<file path="config.mk">
export PLATFORM = sky130hd
export DESIGN_NAME = vector_register_file
export DESIGN_NICKNAME = d
export VERILOG_FILES = /design/src/rtl/vrf_pkg.sv /design/src/rtl/vrf_scoreboard.sv /design/src/rtl/vector_register_file.sv
export SDC_FILE = /design/constraint.sdc
export NUM_CORES = 1
export LEC_CHECK = 0
export BUFFER_PORTS_ARGS = -buffer_cell sky130_fd_sc_hd__buf_2
export CORE_MARGIN = 2
export CORE_UTILIZATION = 40
export DETAILED_ROUTE_END_ITERATION = 10
export PLACE_DENSITY = 0.58
export SETUP_SLACK_MARGIN = 0.15
export SYNTH_ARGS = -nofsm -noshare
export SYNTH_HDL_FRONTEND = slang
export SYNTH_SLANG_ARGS = --single-unit
</file>
<file path="constraint.sdc">
create_clock -name clk -period 6.17 [get_ports clk]
set_input_delay 0.617 -clock clk [delete_from_list [all_inputs] [get_ports clk]]
set_output_delay 0.617 -clock clk [all_outputs]
set_load 0.02 [all_outputs]
</file>
<file path="src/rtl/vrf_pkg.sv">
// ---------------------------------------------------------------------------
// vrf_pkg
//   Shared definitions for the vector register file:
//     - clear-FSM state encoding (IDLE, CLEAR, DONE)
//     - default LANES / ELEM_WIDTH / REG_COUNT values
//     - lane_lsb(): bit offset of a lane inside a packed vector register
//   Optional feature macro used by the top: VRF_WRITE_BYPASS_EN
// ---------------------------------------------------------------------------
package vrf_pkg;

    localparam int VRF_LANES      = 4;
    localparam int VRF_ELEM_WIDTH = 8;
    localparam int VRF_REG_COUNT  = 8;
    localparam int VRF_SEL_BITS   = $clog2(VRF_REG_COUNT);

    typedef enum logic [1:0] {
        CLR_IDLE  = 2'd0,
        CLR_CLEAR = 2'd1,
        CLR_DONE  = 2'd2
    } clr_state_e;

    // Lane i of a vector register lives at [lane_lsb(i, w) +: w].
    function automatic int lane_lsb(input int lane, input int elem_width);
        return lane * elem_width;
    endfunction

endpackage

</file>
<file path="src/rtl/vrf_scoreboard.sv">
// ---------------------------------------------------------------------------
// vrf_scoreboard
//   Pending-write scoreboard for the vector register file. One pending bit
//   per register: set when an instruction issues with that destination,
//   cleared by its writeback or by the bulk-clear sequencer.
//
// Ports
//   clk, reset        clock, asynchronous active-low reset
//   issue_en_i        decoder requests issue
//   issue_dst_i       destination of the issuing instruction
//   issue_src1_i/2_i  sources of the issuing instruction
//   wb_en_i           writeback accepted this cycle (already gated by clear)
//   wb_sel_i          writeback destination
//   clr_en_i          bulk clear is wiping register clr_sel_i this cycle
//   clr_sel_i         register being wiped
//   block_i           unconditional stall (bulk clear in progress)
//   stall_o           issue refused this cycle (combinational)
// ---------------------------------------------------------------------------
module vrf_scoreboard #(
    parameter int REG_COUNT = 8,
    parameter int SEL_BITS  = 3
) (
    input  logic                clk,
    input  logic                reset,
    input  logic                issue_en_i,
    input  logic [SEL_BITS-1:0] issue_dst_i,
    input  logic [SEL_BITS-1:0] issue_src1_i,
    input  logic [SEL_BITS-1:0] issue_src2_i,
    input  logic                wb_en_i,
    input  logic [SEL_BITS-1:0] wb_sel_i,
    input  logic                clr_en_i,
    input  logic [SEL_BITS-1:0] clr_sel_i,
    input  logic                block_i,
    output logic                stall_o
);

    logic [REG_COUNT-1:0] pending_q;
    logic [REG_COUNT-1:0] pending_d;
    logic [REG_COUNT-1:0] wb_onehot;
    logic [REG_COUNT-1:0] pending_eff;

    always_comb begin
        wb_onehot = '0;
        if (wb_en_i) begin
            wb_onehot[wb_sel_i] = 1'b1;
        end

        // A writeback landing this cycle resolves its hazard right now,
        // so its register is already treated as free for the stall check.
        pending_eff = pending_q & ~wb_onehot;

        stall_o = block_i |
                  (issue_en_i & (pending_eff[issue_src1_i] |
                                 pending_eff[issue_src2_i] |
                                 pending_eff[issue_dst_i]));

        pending_d = pending_eff;
        if (clr_en_i) begin
            pending_d[clr_sel_i] = 1'b0;
        end
        // Applied last: a new producer issuing on the same edge as the old
        // producer's writeback keeps the register pending.
        if (issue_en_i && !stall_o) begin
            pending_d[issue_dst_i] = 1'b1;
        end
    end

    always_ff @(posedge clk or negedge reset) begin
        if (!reset) begin
            pending_q <= '0;
        end else begin
            pending_q <= pending_d;
        end
    end

endmodule

</file>
<file path="src/rtl/vector_register_file.sv">
// ---------------------------------------------------------------------------
// vector_register_file
//   REG_COUNT vector registers of LANES x ELEM_WIDTH bits with per-lane
//   masked writeback, two combinational read ports, a pending-write
//   scoreboard with issue stall, and a sequenced bulk-clear FSM.
//
// Optional feature: define VRF_WRITE_BYPASS_EN to forward same-cycle
//   writeback data (masked lanes only) onto a read port selecting the
//   register being written.
//
// Ports
//   clk, reset                 clock, asynchronous active-low reset
//   wr_en/wr_sel/wr_mask/wr_data   writeback; lane i at [i*ELEM_WIDTH +: ELEM_WIDTH]
//   rd_sel1/rd_sel2            read selects
//   rd1_data/rd2_data          read data (combinational)
//   issue_en/issue_dst/issue_src1/issue_src2   issue request
//   stall                      issue refused this cycle
//   clr_req                    start bulk clear
//   clr_busy                   bulk clear in progress (CLEAR and DONE)
//   clr_done                   one-cycle pulse in DONE
//   clr_state                  debug view of the clear-FSM state
//
// Handshake: issue is accepted on a rising edge where issue_en=1 and
//   stall=0; writeback is accepted on a rising edge where wr_en=1 and
//   clr_busy=0 (otherwise it is dropped, there is no retry).
// ---------------------------------------------------------------------------
module vector_register_file
    import vrf_pkg::*;
#(
    parameter int LANES      = VRF_LANES,
    parameter int ELEM_WIDTH = VRF_ELEM_WIDTH,
    parameter int REG_COUNT  = VRF_REG_COUNT,
    parameter int SEL_BITS   = VRF_SEL_BITS
) (
    input  logic                        clk,
    input  logic                        reset,
    input  logic                        wr_en,
    input  logic [SEL_BITS-1:0]         wr_sel,
    input  logic [LANES-1:0]            wr_mask,
    input  logic [LANES*ELEM_WIDTH-1:0] wr_data,
    input  logic [SEL_BITS-1:0]         rd_sel1,
    input  logic [SEL_BITS-1:0]         rd_sel2,
    output logic [LANES*ELEM_WIDTH-1:0] rd1_data,
    output logic [LANES*ELEM_WIDTH-1:0] rd2_data,
    input  logic                        issue_en,
    input  logic [SEL_BITS-1:0]         issue_dst,
    input  logic [SEL_BITS-1:0]         issue_src1,
    input  logic [SEL_BITS-1:0]         issue_src2,
    output logic                        stall,
    input  logic                        clr_req,
    output logic                        clr_busy,
    output logic                        clr_done,
    output logic [1:0]                  clr_state
);

    localparam int VW = LANES * ELEM_WIDTH;
    localparam logic [SEL_BITS-1:0] LAST_REG = SEL_BITS'(REG_COUNT - 1);

    logic [VW-1:0]       regs_q [REG_COUNT];
    logic [VW-1:0]       regs_d [REG_COUNT];
    clr_state_e          state_q, state_d;
    logic [SEL_BITS-1:0] cnt_q, cnt_d;
    logic                clr_active;
    logic                wr_fire;

    // Replace the lanes of old_v selected by mask with those of new_v.
    function automatic logic [VW-1:0] merge_lanes(input logic [VW-1:0]    old_v,
                                                  input logic [VW-1:0]    new_v,
                                                  input logic [LANES-1:0] mask);
        logic [VW-1:0] res;
        res = old_v;
        for (int l = 0; l < LANES; l++) begin
            if (mask[l]) begin
                res[lane_lsb(l, ELEM_WIDTH) +: ELEM_WIDTH] =
                    new_v[lane_lsb(l, ELEM_WIDTH) +: ELEM_WIDTH];
            end
        end
        return res;
    endfunction

    // ---------------- clear FSM ----------------
    always_comb begin
        state_d    = state_q;
        cnt_d      = cnt_q;
        clr_busy   = 1'b0;
        clr_done   = 1'b0;
        clr_active = 1'b0;
        case (state_q)
            CLR_IDLE: begin
                if (clr_req) begin
                    state_d = CLR_CLEAR;
                    cnt_d   = '0;
                end
            end
            CLR_CLEAR: begin
                clr_busy   = 1'b1;
                clr_active = 1'b1;
                cnt_d      = cnt_q + 1'b1;
                // Leave before the counter could wrap past the last register.
                if (cnt_q == LAST_REG) begin
                    state_d = CLR_DONE;
                end
            end
            CLR_DONE: begin
                clr_busy = 1'b1;
                clr_done = 1'b1;
                state_d  = CLR_IDLE;
            end
            default: begin
                state_d = CLR_IDLE;
            end
        endcase
    end

    always_ff @(posedge clk or negedge reset) begin
        if (!reset) begin
            state_q <= CLR_IDLE;
            cnt_q   <= '0;
        end else begin
            state_q <= state_d;
            cnt_q   <= cnt_d;
        end
    end

    assign clr_state = state_q;

    // ---------------- storage ----------------
    assign wr_fire = wr_en & ~clr_busy;

    always_comb begin
        for (int r = 0; r < REG_COUNT; r++) begin
            regs_d[r] = regs_q[r];
        end
        if (wr_fire) begin
            regs_d[wr_sel] = merge_lanes(regs_q[wr_sel], wr_data, wr_mask);
        end
        if (clr_active) begin
            regs_d[cnt_q] = '0;
        end
    end

    always_ff @(posedge clk or negedge reset) begin
        if (!reset) begin
            for (int r = 0; r < REG_COUNT; r++) begin
                regs_q[r] <= '0;
            end
        end else begin
            for (int r = 0; r < REG_COUNT; r++) begin
                regs_q[r] <= regs_d[r];
            end
        end
    end

    // ---------------- read ports ----------------
    always_comb begin
        rd1_data = regs_q[rd_sel1];
        rd2_data = regs_q[rd_sel2];
`ifdef VRF_WRITE_BYPASS_EN
        if (wr_fire && (rd_sel1 == wr_sel)) begin
            rd1_data = merge_lanes(regs_q[rd_sel1], wr_data, wr_mask);
        end
        if (wr_fire && (rd_sel2 == wr_sel)) begin
            rd2_data = merge_lanes(regs_q[rd_sel2], wr_data, wr_mask);
        end
`else
        // Without forwarding, written data appears the cycle after the edge.
`endif
    end

    // ---------------- scoreboard ----------------
    vrf_scoreboard #(
        .REG_COUNT (REG_COUNT),
        .SEL_BITS  (SEL_BITS)
    ) u_scoreboard (
        .clk          (clk),
        .reset        (reset),
        .issue_en_i   (issue_en),
        .issue_dst_i  (issue_dst),
        .issue_src1_i (issue_src1),
        .issue_src2_i (issue_src2),
        .wb_en_i      (wr_fire),
        .wb_sel_i     (wr_sel),
        .clr_en_i     (clr_active),
        .clr_sel_i    (cnt_q),
        .block_i      (clr_busy),
        .stall_o      (stall)
    );

endmodule

</file>
* Word level (Yosys, flattened, before mapping)
Cells that the tools add are included.
Word-level totals: input port bits 59, word-level logic and storage cells 107, output and inout port bits 69, register bits after elaboration 269
Cells by class: bitwise operators 17, muxes and demuxes 47, $add $sub $neg 1, equal/unequal tests 5, reduce and logical (&&, ||, !) cells 12, $lt $le $gt $ge 14
Operators by type and width (count):
- 256-bit 2-to-1 mux | 2
- 32-bit binary-select mux with 3-bit select | 3
- 256-bit bitwise AND | 1
- 256-bit bitwise mux | 1
- 32-bit 2-to-1 mux | 8
- 256-bit inverter | 1
- 32-bit demux with 3-bit select | 2
- 8-bit 2-to-1 mux | 11
- 3-bit by 4-bit less-than comparator with 1-bit output, second input constant | 5
- 8-bit bitwise AND | 2
- 4-bit greater-or-equal comparator, second input constant | 4
- 3-bit inverter with 4-bit output | 4
- 8-bit inverter | 2
- 1-bit binary-select mux with 3-bit select | 3
- 1-bit demux with 3-bit select | 3
- 3-bit by 1-bit greater-or-equal comparator with 1-bit output, second input constant | 3
- 1-bit 2-to-1 mux | 9
- 4-bit by 1-bit less-than comparator with 1-bit output, second input constant | 2
- 8-bit bitwise OR | 1
- 1-bit logical AND | 6
- 3-bit one-hot mux with 2 select lines | 1
- 2-bit 2-to-1 mux | 2
- 2-bit inequality test, second input constant | 2
- 2-bit one-hot mux with 2 select lines | 1
- other kinds (13) | 17

* Logic depth before layout (Yosys ltp)
Gate-level depths: netlist (run 1).
depth in word-level cells 17, gate-level depth with buffers 9, mapped depth without buffers 8

* By module
Synthesis (run 1) repeated with hierarchy kept, for this count alone.
Unflattened totals: cell total of the unflattened synthesis 1578, area total of the unflattened synthesis 16814.9 µm²
By module, submodules not included:
- vector_register_file | cells an instance 1481, area an instance 15991.6 µm², times used 1, seq. area each 6531.3 µm²
- vrf_scoreboard | cells an instance 97, area an instance 823.3 µm², times used 1, seq. area each 200.2 µm²

* Least setup slack after synthesis (run 1)
Ideal clock, no wire load.
path type register to output, start reg state_q[0], in the netlist clr_state[0], end out stall, data arrival time 2.480 ns, cell stages (with the launch flop) 10, buffers on the path 1, data required time 5.553 ns, path slack 3.073 ns, cell sequence dfrtp_1 inv_1 ha_1 or3b_1 buf_6 o21ai_4 o22ai_2 o31ai_4 nand4_1 a21o_1
Between the ends: cells in the longest elaborated chain, start to end 14, elaborated cells between the ends (all ways) 19, classes of those cells eq/ne: 2; mux: 8; bitwise: 8; reduce/logical: 1
RTL lines:
- start, declared | RTL line vector_register_file.sv:61 | clr_state_e state_q, state_d;
- start signal, assigned | RTL line vector_register_file.sv:120 | state_q <= state_d;
- 2-bit by 1-bit == test with 1-bit output / 2-bit == test (equally long branches) | RTL line vector_register_file.sv:88 | case (state_q)
- 2-bit OR reduction (no line) *
- 1-bit 2-to-1 mux * | RTL line vector_register_file.sv:88
- named net clr_busy | RTL line vector_register_file.sv:51 | output logic clr_busy,
- 1-bit inverter | RTL line vector_register_file.sv:128 | assign wr_fire = wr_en & ~clr_busy;
- 1-bit bitwise AND | RTL line vector_register_file.sv:128
- 8-bit 2-to-1 mux | RTL line vrf_scoreboard.sv:44 | if (wb_en_i) begin
- 8-bit inverter | RTL line vrf_scoreboard.sv:50 | pending_eff = pending_q & ~wb_onehot;
- 8-bit bitwise AND | RTL line vrf_scoreboard.sv:50
- 1-bit binary-select mux with 3-bit select (on tied branches) | RTL line vrf_scoreboard.sv:53, vrf_scoreboard.sv:54
- 1-bit 2-to-1 mux (on tied branches) | RTL line vrf_scoreboard.sv:53, vrf_scoreboard.sv:54
- 1-bit bitwise OR | RTL line vrf_scoreboard.sv:53 | (issue_en_i & (pending_eff[issue_src1_i] |
- 1-bit bitwise OR | RTL line vrf_scoreboard.sv:54 | pending_eff[issue_src2_i] |
- 1-bit bitwise AND | RTL line vrf_scoreboard.sv:53
- 1-bit bitwise OR * | RTL line vrf_scoreboard.sv:52 | stall_o = block_i |
- end, declared | RTL line vector_register_file.sv:49 | output logic stall,
The timed path passes the listed nets; every way through them passes the cells marked *. The select of a mux whose other input is x is not followed.

* Worst setup path after layout (run 1)
start reg state_q[0], in the netlist clr_state[0], end out stall
Between the ends: cells in the longest elaborated chain, start to end 14, elaborated cells between the ends (all ways) 19, classes of those cells eq/ne: 2; mux: 8; bitwise: 8; reduce/logical: 1
RTL lines (RTL line):
- 2-bit by 1-bit == test with 1-bit output / 2-bit == test (equally long branches) | vector_register_file.sv:88
- 2-bit OR reduction (no line) *
- 1-bit 2-to-1 mux * | vector_register_file.sv:88
- 1-bit inverter | vector_register_file.sv:128
- 1-bit bitwise AND | vector_register_file.sv:128
- 8-bit 2-to-1 mux | vrf_scoreboard.sv:44
- 8-bit inverter | vrf_scoreboard.sv:50
- 8-bit bitwise AND | vrf_scoreboard.sv:50
- 1-bit binary-select mux with 3-bit select (on tied branches) | vrf_scoreboard.sv:53, vrf_scoreboard.sv:54
- 1-bit 2-to-1 mux (on tied branches) | vrf_scoreboard.sv:53, vrf_scoreboard.sv:54
- 1-bit bitwise OR | vrf_scoreboard.sv:53
- 1-bit bitwise OR | vrf_scoreboard.sv:54
- 1-bit bitwise AND | vrf_scoreboard.sv:53
- 1-bit bitwise OR * | vrf_scoreboard.sv:52
Mark *: on every way between the ends. The rest lies on a longest branch, timed or not. The select of a mux whose other input is x is not followed.

==> flow_summary.json, run 1 <==
{
  "setup_viol": 0,
  "rsz0062_at_grt": "false",
  "drive_above_1_share": 0.276,
  "cts_made_buffers": 34,
  "finalCriticalPeriod_ps": 4040,
  "synth_common_cells": "531 x nand2_1, 269 x dfrtp_1, 247 x a21oi_1",
  "cts_max_path_buffers": 3,
  "diodes": 0,
  "stdcell_area_sq_um": 19600,
  "synth_top_area_share": 0.387,
  "gr-usage-met2": 0.465,
  "grt_overflow": 0,
  "seqPwrFrac": 0.380,
  "area_delta_synth_final_pct": 12.7,
  "synth_top_family_by_area": "multiplexers",
  "status": "finished clean",
  "drtPass1Iterations": 8,
  "dpl.hpwl_um": 36500,
  "wl_per_cell_um": 27.3,
  "clkSinkCount": 269,
  "combinationalPowerShare": 0.386,
  "synth.area.mux_share": 0.278,
  "clock_latency_ps": 520,
  "critPathRequiredTime_ps": 5550,
  "min_path_type": "in2async",
  "postCtsSetupRepairBufs": 0,
  "post-route-util": 0.456,
  "switching_share": 0.385,
  "synth.area.top_cells": "dfrtp_1 39%, mux4_2 20%, nand2_1 11%, a21oi_1 7.1%, mux2_2 5.0%",
  "fill_cells": 4172,
  "drv_slew": 0,
  "yosysMostFrequentCell": "nand2_1",
  "synth_compound_area_frac": 0.142,
  "yosys.area.top_type": "dfrtp_1",
  "synthXorXnorAreaFrac": 0,
  "grt_max_degree": 168,
  "ys.flop_type": "dfrtp_1",
  "dp_slack_ps": 2450,
  "synth_fa_ha_area_frac": 0.00359,
  "clockRootBuffer": "clkbuf_16",
  "portBuffers": 127,
  "power_frac_clock": 0.234,
  "top_usage_layer": "met2",
  "cp_max_fo": 9,
  "routed_wl_um": 65700,
  "seq_area_frac_synth": 0.387,
  "track_usage": 0.294,
  "worstSetupPathType": "reg2out",
  "fp.dieH_um": 213,
  "dpl_cell_area_sq_um": 18500,
  "setup-tns-final_ps": 0,
  "worst_slack_ps": 2130,
  "grt_pass1_wl_um": 98200,
  "skew_ps": 21.7,
  "fp.dieW_um": 213,
  "grt_use_met1": 0.400,
  "drt_iter0_markers": 1723,
  "cp.arrival_ps": 3420,
  "critPathCaptureType": "output port",
  "drv_cap": 0,
  "worstSetupStartpointType": "register",
  "syn_area_per_cell_sq_um": 9.99,
  "core-area_sq_um": 43000,
  "net-switching-power_mw": 3.27,
  "leakage_nw": 8.22,
  "postCtsHoldBufs": 0,
  "hold_violations": 0,
  "antenna_found_initial": 0,
  "cp_slowest_cell": "or4_1",
  "ctsResizeCount": 0,
  "ioPinCount": 128,
  "grt_pass1_vias": 15168,
  "initial_utilization": 0.405,
  "die-area_sq_um": 45200,
  "via_per_inst": 6.35,
  "grt_use_met3": 0.0551,
  "yosysWarnings": 0,
  "cp_slowest_stage_delay_ps": 550,
  "drc_errors": 0,
  "clk_pin_slew_ps": 60,
  "maxSlewHeadroom": 0.146,
  "num_rows": 76,
  "synth-edff-count": 0,
  "cts_tree": "done",
  "p_int_mw": 5.21,
  "synth_cells": 1743,
  "path_cells": "inv_1 > ha_1 > or3b_1 > o21ai_1 > o211a_1 > or4_1 > nand4_1 > a21o_1 > buf_2",
  "vias": 15304,
  "final_nets": 1864,
  "ant_nets": 0,
  "irDropWorstVdd_mv": 0.227,
  "syn_nets": 1807,
  "final_cells": 2409,
  "globalplace.congestion": 0.867,
  "worst_pin_slew_ps": 1280,
  "dpl.cell_count": 2349,
  "htree_levels": 2,
  "ys_types": 65,
  "synth_area_sq_um": 17400,
  "synthArstFlopShare": 1.00,
  "synth_seq_cells": 269,
  "synthSimpleGateAreaFrac": 0.148,
  "max_freq_ghz": 0.248,
  "fin_crit_sh": 0.654,
  "powerDensity_nw_per_um2": 432
}
-- critical path: cells and delay by family (launching register included) --
kind | cells | cell delay, ps
adder cells (fa/ha/maj) | 1 | 500
buffers and inverters | 2 | 250
AND/OR/NAND/NOR | 3 | 1160
AO/OA/AOI/OAI | 3 | 600
flip-flops | 1 | 390
-- worst paths after layout --
check | endpoint | cells past startpoint | start | slack, ps
min | clr_state[0] | 1 | reset | 130
max in group asynchronous | regs_q[241] | 2 | reset | 4540
min in group clk | clr_state[0] | 3 | clr_req | 370
min reg2reg | regs_q[218] | 2 | regs_q[218] | 560
max reg2reg | regs_q[178] | 7 | clr_state[0] | 3130
max | stall | 9 | clr_state[0] | 2130
-- area by class of cell --
class	count	area [sq um]	area share
Clock buffer	52	1020	0.0521
Clock inverter	8	71.3	0.00364
Inverter	20	75.1	0.00383
Multi-Input combinational cell	1311	10000	0.512
Sequential cell	269	6730	0.343
Tap cell	585	732	0.0373
Timing Repair Buffer	164	946	0.0482
-- per-stage QoR --
stage	hold WS [ps]	power [mW]
global route	208	8.90
global placement	534	6.33
detailed placement	545	6.45
CTS	197	8.43
floorplan	321	5.37
finish	125	8.47
-- layout by cell type, fill, tap and decap left out, drive strengths merged, types with 2 or more instances in the layout --
| cell type | synthesis | final |
|---|---|---|
| a21oi | 256 | 256 |
| a221o | 14 | 14 |
| a221oi | 14 | 14 |
| a22o | 7 | 7 |
| a22oi | 2 | 2 |
| a31oi | 5 | 5 |
| a32o | 4 | 4 |
| and2 | 2 | 2 |
| and3b | 3 | 3 |
| buf | 49 | 164 |
| clkbuf | 94 | 52 |
| clkinv | 0 | 6 |
| dfrtp | 269 | 269 |
| ha | 5 | 5 |
| inv | 20 | 20 |
| mux2 | 87 | 87 |
| mux2i | 31 | 31 |
| mux4 | 157 | 157 |
| nand2 | 532 | 532 |
| nand2b | 20 | 20 |
| nand3 | 12 | 12 |
| nand4 | 5 | 5 |
| nor2 | 42 | 42 |
| nor2b | 7 | 7 |
| nor3 | 4 | 4 |
| nor3b | 3 | 3 |
| o211ai | 6 | 6 |
| o21a | 14 | 14 |
| o21ai | 30 | 30 |
| o221ai | 5 | 5 |
| o22ai | 12 | 12 |
| o2bb2ai | 7 | 7 |
| o31a | 2 | 2 |
| o31ai | 3 | 3 |
| or2 | 5 | 5 |
-- layer usage --
metal | up-vias | part of all wire | routed length (um)
li1 | 6414 | - | -
met1 | 7749 | 0.40 | 26200
met2 | 949 | 0.46 | 30300
met3 | 192 | 0.098 | 6420
met4 | 0 | 0.042 | 2760
met5 | - | 0 | 0
-- state kept, by name (all words and copies together) (netlist names) --
signal                  flops
clr_state                   2
cnt_q                       3
regs_q                    256
u_scoreboard.pending_q      8
-- cells by family after synthesis --
family | after synthesis
flops | 269
buf+inv | 163
compound gates | 391
mux | 275
simple gates | 640
fa+ha+maj | 5
-- power by group through the flow --
stage          Sequential (mW)  Clock [mW]  Combinational, mW
3_5_place_dp              3.21           0               3.24
4_1_cts                   3.18        2.00               3.25
6_report                  3.22        1.98               3.27
5_1_grt                   3.31        2.07               3.53
3_3_place_gp              3.16           0               3.18
2_1_floorplan             2.96           0               2.41
Note: power is estimated with default switching activity, not from simulation.
==> inputs of run 2 (changes only) <==
Settings changed: PLACE_DENSITY 0.58 to 0.6.
Clock period 6.17 ns to 3.68 ns, I/O delays scaled along.
==> run 2 against run 1 <==
Net effect:
- global-route usage is 0.24 points lower
- routed wire length is 0.62% lower
- first-iteration DRC count is 9.8% lower
- cell area is 2.2% higher
- via count is 0.71% lower
- final cell count is 0.87% higher
- die area stayed put
- setup slack worse by 1900 ps
- critical path type unchanged
- clock skew is 9.2 ps lower
- critical path depth stayed put
- non-clock buffer count is 25 higher
- utilization is 1.0 points higher
==> flow_summary.json, run 2 (synthesis gave the netlist of run 1 again) <==
{
  "status": "finished clean",
  "cts_made_buffers": 35,
  "die-area_sq_um": 45200,
  "clock_latency_ps": 520,
  "timing.rr.end": "regs_q[246]",
  "grt_pass1_wl_um": 97500,
  "top_regs": "regs_q (256), u_scoreboard.pending_q (8), cnt_q (3)",
  "drv_cap": 0,
  "grt_max_degree": 82,
  "net-switching-power_mw": 5.48,
  "wl_met2_um": 30300,
  "routed_wl_um": 65200,
  "rsz0062_at_grt": "false",
  "cts_tree": "done",
  "regMostFlops": "regs_q",
  "final_common_cell": "nand2_1",
  "switching_share": 0.384,
  "cp.arrival_ps": 3040,
  "ant_nets": 0,
  "drt_iter0_markers": 1554,
  "htree_levels": 2,
  "highest_layer": "met5",
  "antenna_found_initial": 1,
  "maxSlewHeadroom": 0.416,
  "worst_pin_slew_ps": 874,
  "cp_max_fo": 9,
  "fin_crit_sh": 0.926,
  "ff2ff_path_depth": 8,
  "powerDensity_nw_per_um2": 712,
  "track_usage": 0.292,
  "area_delta_synth_final_pct": 15.1,
  "m1WireLength_um": 25700,
  "irDropWorstVdd_mv": 0.370,
  "ioPinCount": 128,
  "min_path_type": "in2reg",
  "leakage_nw": 8.44,
  "critPathRequiredTime_ps": 3310,
  "fp.dieH_um": 213,
  "max_freq_ghz": 0.294,
  "num_rows": 76,
  "power.total_mw": 14.3,
  "initial_utilization": 0.405,
  "hold_violations": 0,
  "finalCriticalPeriod_ps": 3410,
  "portBuffers": 127,
  "critPathCaptureType": "output port",
  "wl_per_cell_um": 26.9,
  "clkSinkCount": 269,
  "drv_slew": 0,
  "hold_depth": 3,
  "drtPass1Iterations": 7,
  "final_nets": 1890,
  "globalplace.congestion": 0.891,
  "vias": 15195,
  "core-area_sq_um": 43000,
  "dpl.hpwl_um": 38500,
  "cts_max_path_buffers": 3,
  "clk_pin_slew_ps": 50,
  "hold_end": "clr_state[0]",
  "combinationalPowerShare": 0.391,
  "hold_start": "clr_req",
  "rrSetupSlack_ps": 930,
  "worstSetupStartpointType": "register",
  "setup_viol": 0,
  "worstSetupPathType": "reg2out",
  "setup-tns-final_ps": 0,
  "power_frac_clock": 0.231,
  "clockRootBuffer": "clkbuf_16",
  "drive_above_1_share": 0.289,
  "final_cell_mix": "531 x nand2_1, 269 x dfrtp_1, 247 x a21oi_1, 157 x mux4_2, 122 x buf_2",
  "drc_errors": 0,
  "largest_reg_flops": 256,
  "p_int_mw": 8.79,
  "grt_overflow": 0,
  "diodes": 0,
  "skew_ps": 12.5,
  "fill_cells": 4034,
  "via_per_inst": 6.25,
  "seqPwrFrac": 0.378,
  "rr_startpoint": "clr_state[0]",
  "fp.dieW_um": 213,
  "dr_wl_met3_um": 6830,
  "grt_pass1_vias": 15251
}
run 2: through the flow:
stage	instances	hold slack (ps)	setup WS (ps)	util	area [sq um]
2_1_floorplan	1743	72.4	832	-	17400
6_report	2430	159	273	0.466	20000
4_1_cts	2424	149	166	0.465	20000
3_3_place_gp	2367	427	631	0.439	18900
5_1_grt	2430	190	134	0.466	20000
3_5_place_dp	2367	426	540	0.439	18900
run 2: area by class of cell:
| cell class | instances | area [sq um] | share of cell area |
|---|---|---|---|
| Sequential cell | 269 | 6730 | 0.336 |
| Inverter | 20 | 75.1 | 0.00375 |
| Clock inverter | 9 | 85.1 | 0.00425 |
| Timing Repair Buffer | 189 | 1360 | 0.0679 |
| Tap cell | 585 | 732 | 0.0365 |
| Clock buffer | 47 | 1000 | 0.0500 |
| Multi-Input combinational cell | 1311 | 10100 | 0.502 |
run 2: repair_timing:
| action | 4_1_cts | 5_1_grt |
|---|---|---|
| endpoints found under the setup margin | 1 | 1 |
| pin swaps | 0 | 1 |
| hold buffers | 1 | 0 |
| hold endpoints to repair | 77 | 0 |
| gates resized for setup | 4 | 5 |
| buffers inserted | 0 | 6 |
run 2: worst max-delay path, cell delays in order (launching register included):
cell	delay, ps
dfrtp_1	410
inv_1	110
ha_2	340
or3b_4	500
o21ai_2	210
o22ai_1	120
o31ai_4	310
nand4_1	160
a21o_1	200
buf_2	150
run 2: routing by layer:
layer	global-route usage	vias to the layer above
met5	0	-
met4	0.110	2
met3	0.0641	170
met2	0.461	943
met1	0.395	7601
li1	-	6479
run 2: power groups by stage:
stage | clock [mW] | combinational, mW | sequential [mW]
2_1_floorplan | 0 | 4.04 | 4.96
3_3_place_gp | 0 | 5.37 | 5.28
3_5_place_dp | 0 | 5.47 | 5.37
4_1_cts | 3.33 | 5.50 | 5.33
5_1_grt | 3.47 | 6.01 | 5.55
6_report | 3.30 | 5.58 | 5.39
run 2: worst max path at each step:
| stage | slack [ps] | depth (start not counted) | from | end |
|---|---|---|---|---|
| after floorplan | 830 | 9 | clr_state[0] | stall |
| after global placement | 630 | 9 | clr_state[0] | stall |
| after detailed placement | 540 | 9 | clr_state[0] | stall |
| after CTS | 170 | 9 | clr_state[0] | stall |
| after global routing | 130 | 9 | clr_state[0] | stall |
| final | 270 | 9 | clr_state[0] | stall |
==> inputs of run 3 (changes only) <==
Settings changed: CORE_ASPECT_RATIO from default to 1.2.
==> run 3 against run 2 <==
Net effect:
- setup slack better by 56 ps
- the flow now finishes with violations (design-rule violations)
- die area about the same
- sequential power about the same
- worst hold slack worse by 40 ps
- highest routed layer unchanged
- total power down 2.5%
- global-route usage fell by 0.44 points
- via count down 0.33%
- maximum frequency increased by 1.7%
- clock skew up 15 ps
- final cell count down 1.6%
- utilization fell by 0.56 points
==> flow_summary.json, run 3 (synthesis gave the netlist of run 1 again) <==
{
  "hold_violations": 0,
  "diodes": 0,
  "final_common_cell": "nand2_1",
  "highest_layer": "met5",
  "violations": "design-rule violations",
  "powerDensity_nw_per_um2": 704,
  "core-area_sq_um": 42900,
  "hold_start": "clr_req",
  "drt_iter0_markers": 1630,
  "max_freq_ghz": 0.298,
  "clockRootBuffer": "clkbuf_16",
  "fin_crit_sh": 0.910,
  "leakage_nw": 8.33,
  "dr_wl_met3_um": 5950,
  "fp.dieW_um": 194,
  "final_nets": 1883,
  "stdcell_area_sq_um": 19800,
  "drtPass1Iterations": 8,
  "ant_nets": 0,
  "wl_per_cell_um": 27.2,
  "clk_pin_slew_ps": 50,
  "antenna_found_initial": 1,
  "worstSetupStartpointType": "register",
  "drc_errors": 5,
  "rr_startpoint": "clr_state[0]",
  "clkSinkCount": 269,
  "setup.worst_path.start": "clr_state[1]",
  "drv_cap": 0,
  "drive_above_1_share": 0.285,
  "finalCriticalPeriod_ps": 3350,
  "clock_latency_ps": 590,
  "power.total_mw": 13.9,
  "num_rows": 83,
  "fp.dieH_um": 233,
  "drv_slew": 0,
  "cts_tree": "done",
  "min_path_type": "in2reg",
  "dpl.hpwl_um": 37100,
  "cp.arrival_ps": 2980,
  "globalplace.congestion": 0.868,
  "critPathCaptureType": "output port",
  "htree_levels": 1,
  "portBuffers": 127,
  "regMostFlops": "regs_q",
  "dpl_cell_area_sq_um": 18700,
  "wl_met2_um": 31100,
  "routed_wl_um": 64900,
  "irDropWorstVdd_mv": 0.402,
  "critPathRequiredTime_ps": 3310,
  "setup_viol": 0,
  "die-area_sq_um": 45200,
  "track_usage": 0.288,
  "grt_pass1_vias": 15500,
  "initial_utilization": 0.406,
  "grt_overflow": 0,
  "cts_made_buffers": 30,
  "worstSetupPathType": "reg2out",
  "final_cell_mix": "531 x nand2_1, 269 x dfrtp_1, 247 x a21oi_1, 157 x mux4_2, 123 x buf_2",
  "skew_ps": 27.3,
  "grt_pass1_wl_um": 97500,
  "largest_reg_flops": 256,
  "rsz0062_at_grt": "false",
  "setup-tns-final_ps": 0,
  "cp_max_fo": 7,
  "m1WireLength_um": 25200,
  "cts_max_path_buffers": 3,
  "top_regs": "regs_q (256), u_scoreboard.pending_q (8), cnt_q (3)",
  "status": "complete, but fails checks",
  "worst_pin_slew_ps": 1110,
  "area_delta_synth_final_pct": 13.5,
  "via_per_inst": 6.34,
  "grt_max_degree": 96,
  "vias": 15145,
  "ioPinCount": 128,
  "maxSlewHeadroom": 0.256
}
-- run 3: report_power, final --
part	total, mW	leakage (nW)	switching, mW	internal [mW]
Combinational	5.55	4.29	2.89	2.67
Clock	2.99	0.470	1.28	1.71
Sequential	5.38	3.57	1.23	4.14
-- run 3: worst paths after layout --
| check | to | slack [ps] | cells past startpoint |
|---|---|---|---|
| min in group asynchronous | clr_state[0] | 430 | 2 |
| hold / removal | clr_state[0] | 120 | 3 |
| setup / recovery | stall | 330 | 10 |
| hold reg to reg | regs_q[50] | 550 | 2 |
| setup reg to reg | regs_q[132] | 1110 | 8 |
| max in group asynchronous | regs_q[205] | 2170 | 3 |
-- run 3: repair_timing --
| item | in CTS | in global routing |
|---|---|---|
| endpoints found under the setup margin | 1 | 1 |
| endpoints found under the hold margin | 91 | 0 |
| pin swaps | 1 | 1 |
| hold buffers | 1 | 0 |
| gates resized for setup | 4 | 4 |
| buffers inserted | 2 | 4 |
-- run 3: through the flow --
stage	setup WS, ps	hold slack [ps]	utilization	instances
floorplan	832	72.4	-	1743
global placement	618	468	0.437	2332
detailed placement	539	459	0.437	2332
CTS	166	108	0.459	2386
global route	177	144	0.461	2390
finish	329	119	0.461	2390
-- run 3: worst max-delay path, stage by stage (launching register included) --
cell,delay (ps)
dfrtp_1,390
inv_1,100
ha_4,320
or3b_4,200
buf_2,200
nor2_4,50
o221a_2,270
or4_1,450
nand4_1,120
a21o_1,140
buf_2,160
-- run 3: metal layers --
layer	global-route usage	vias up
met5	0	-
met4	0.119	2
met3	0.0546	184
met2	0.477	878
met1	0.371	7626
li1	-	6455
-- run 3: cell type report --
cell class	count	area, sq um
Clock buffer	41	832
Sequential cell	269	6730
Clock inverter	10	119
Inverter	20	75.1
Fill cell	4019	23100
Timing Repair Buffer	187	1260
Multi-Input combinational cell	1311	10100
Tap cell	552	691
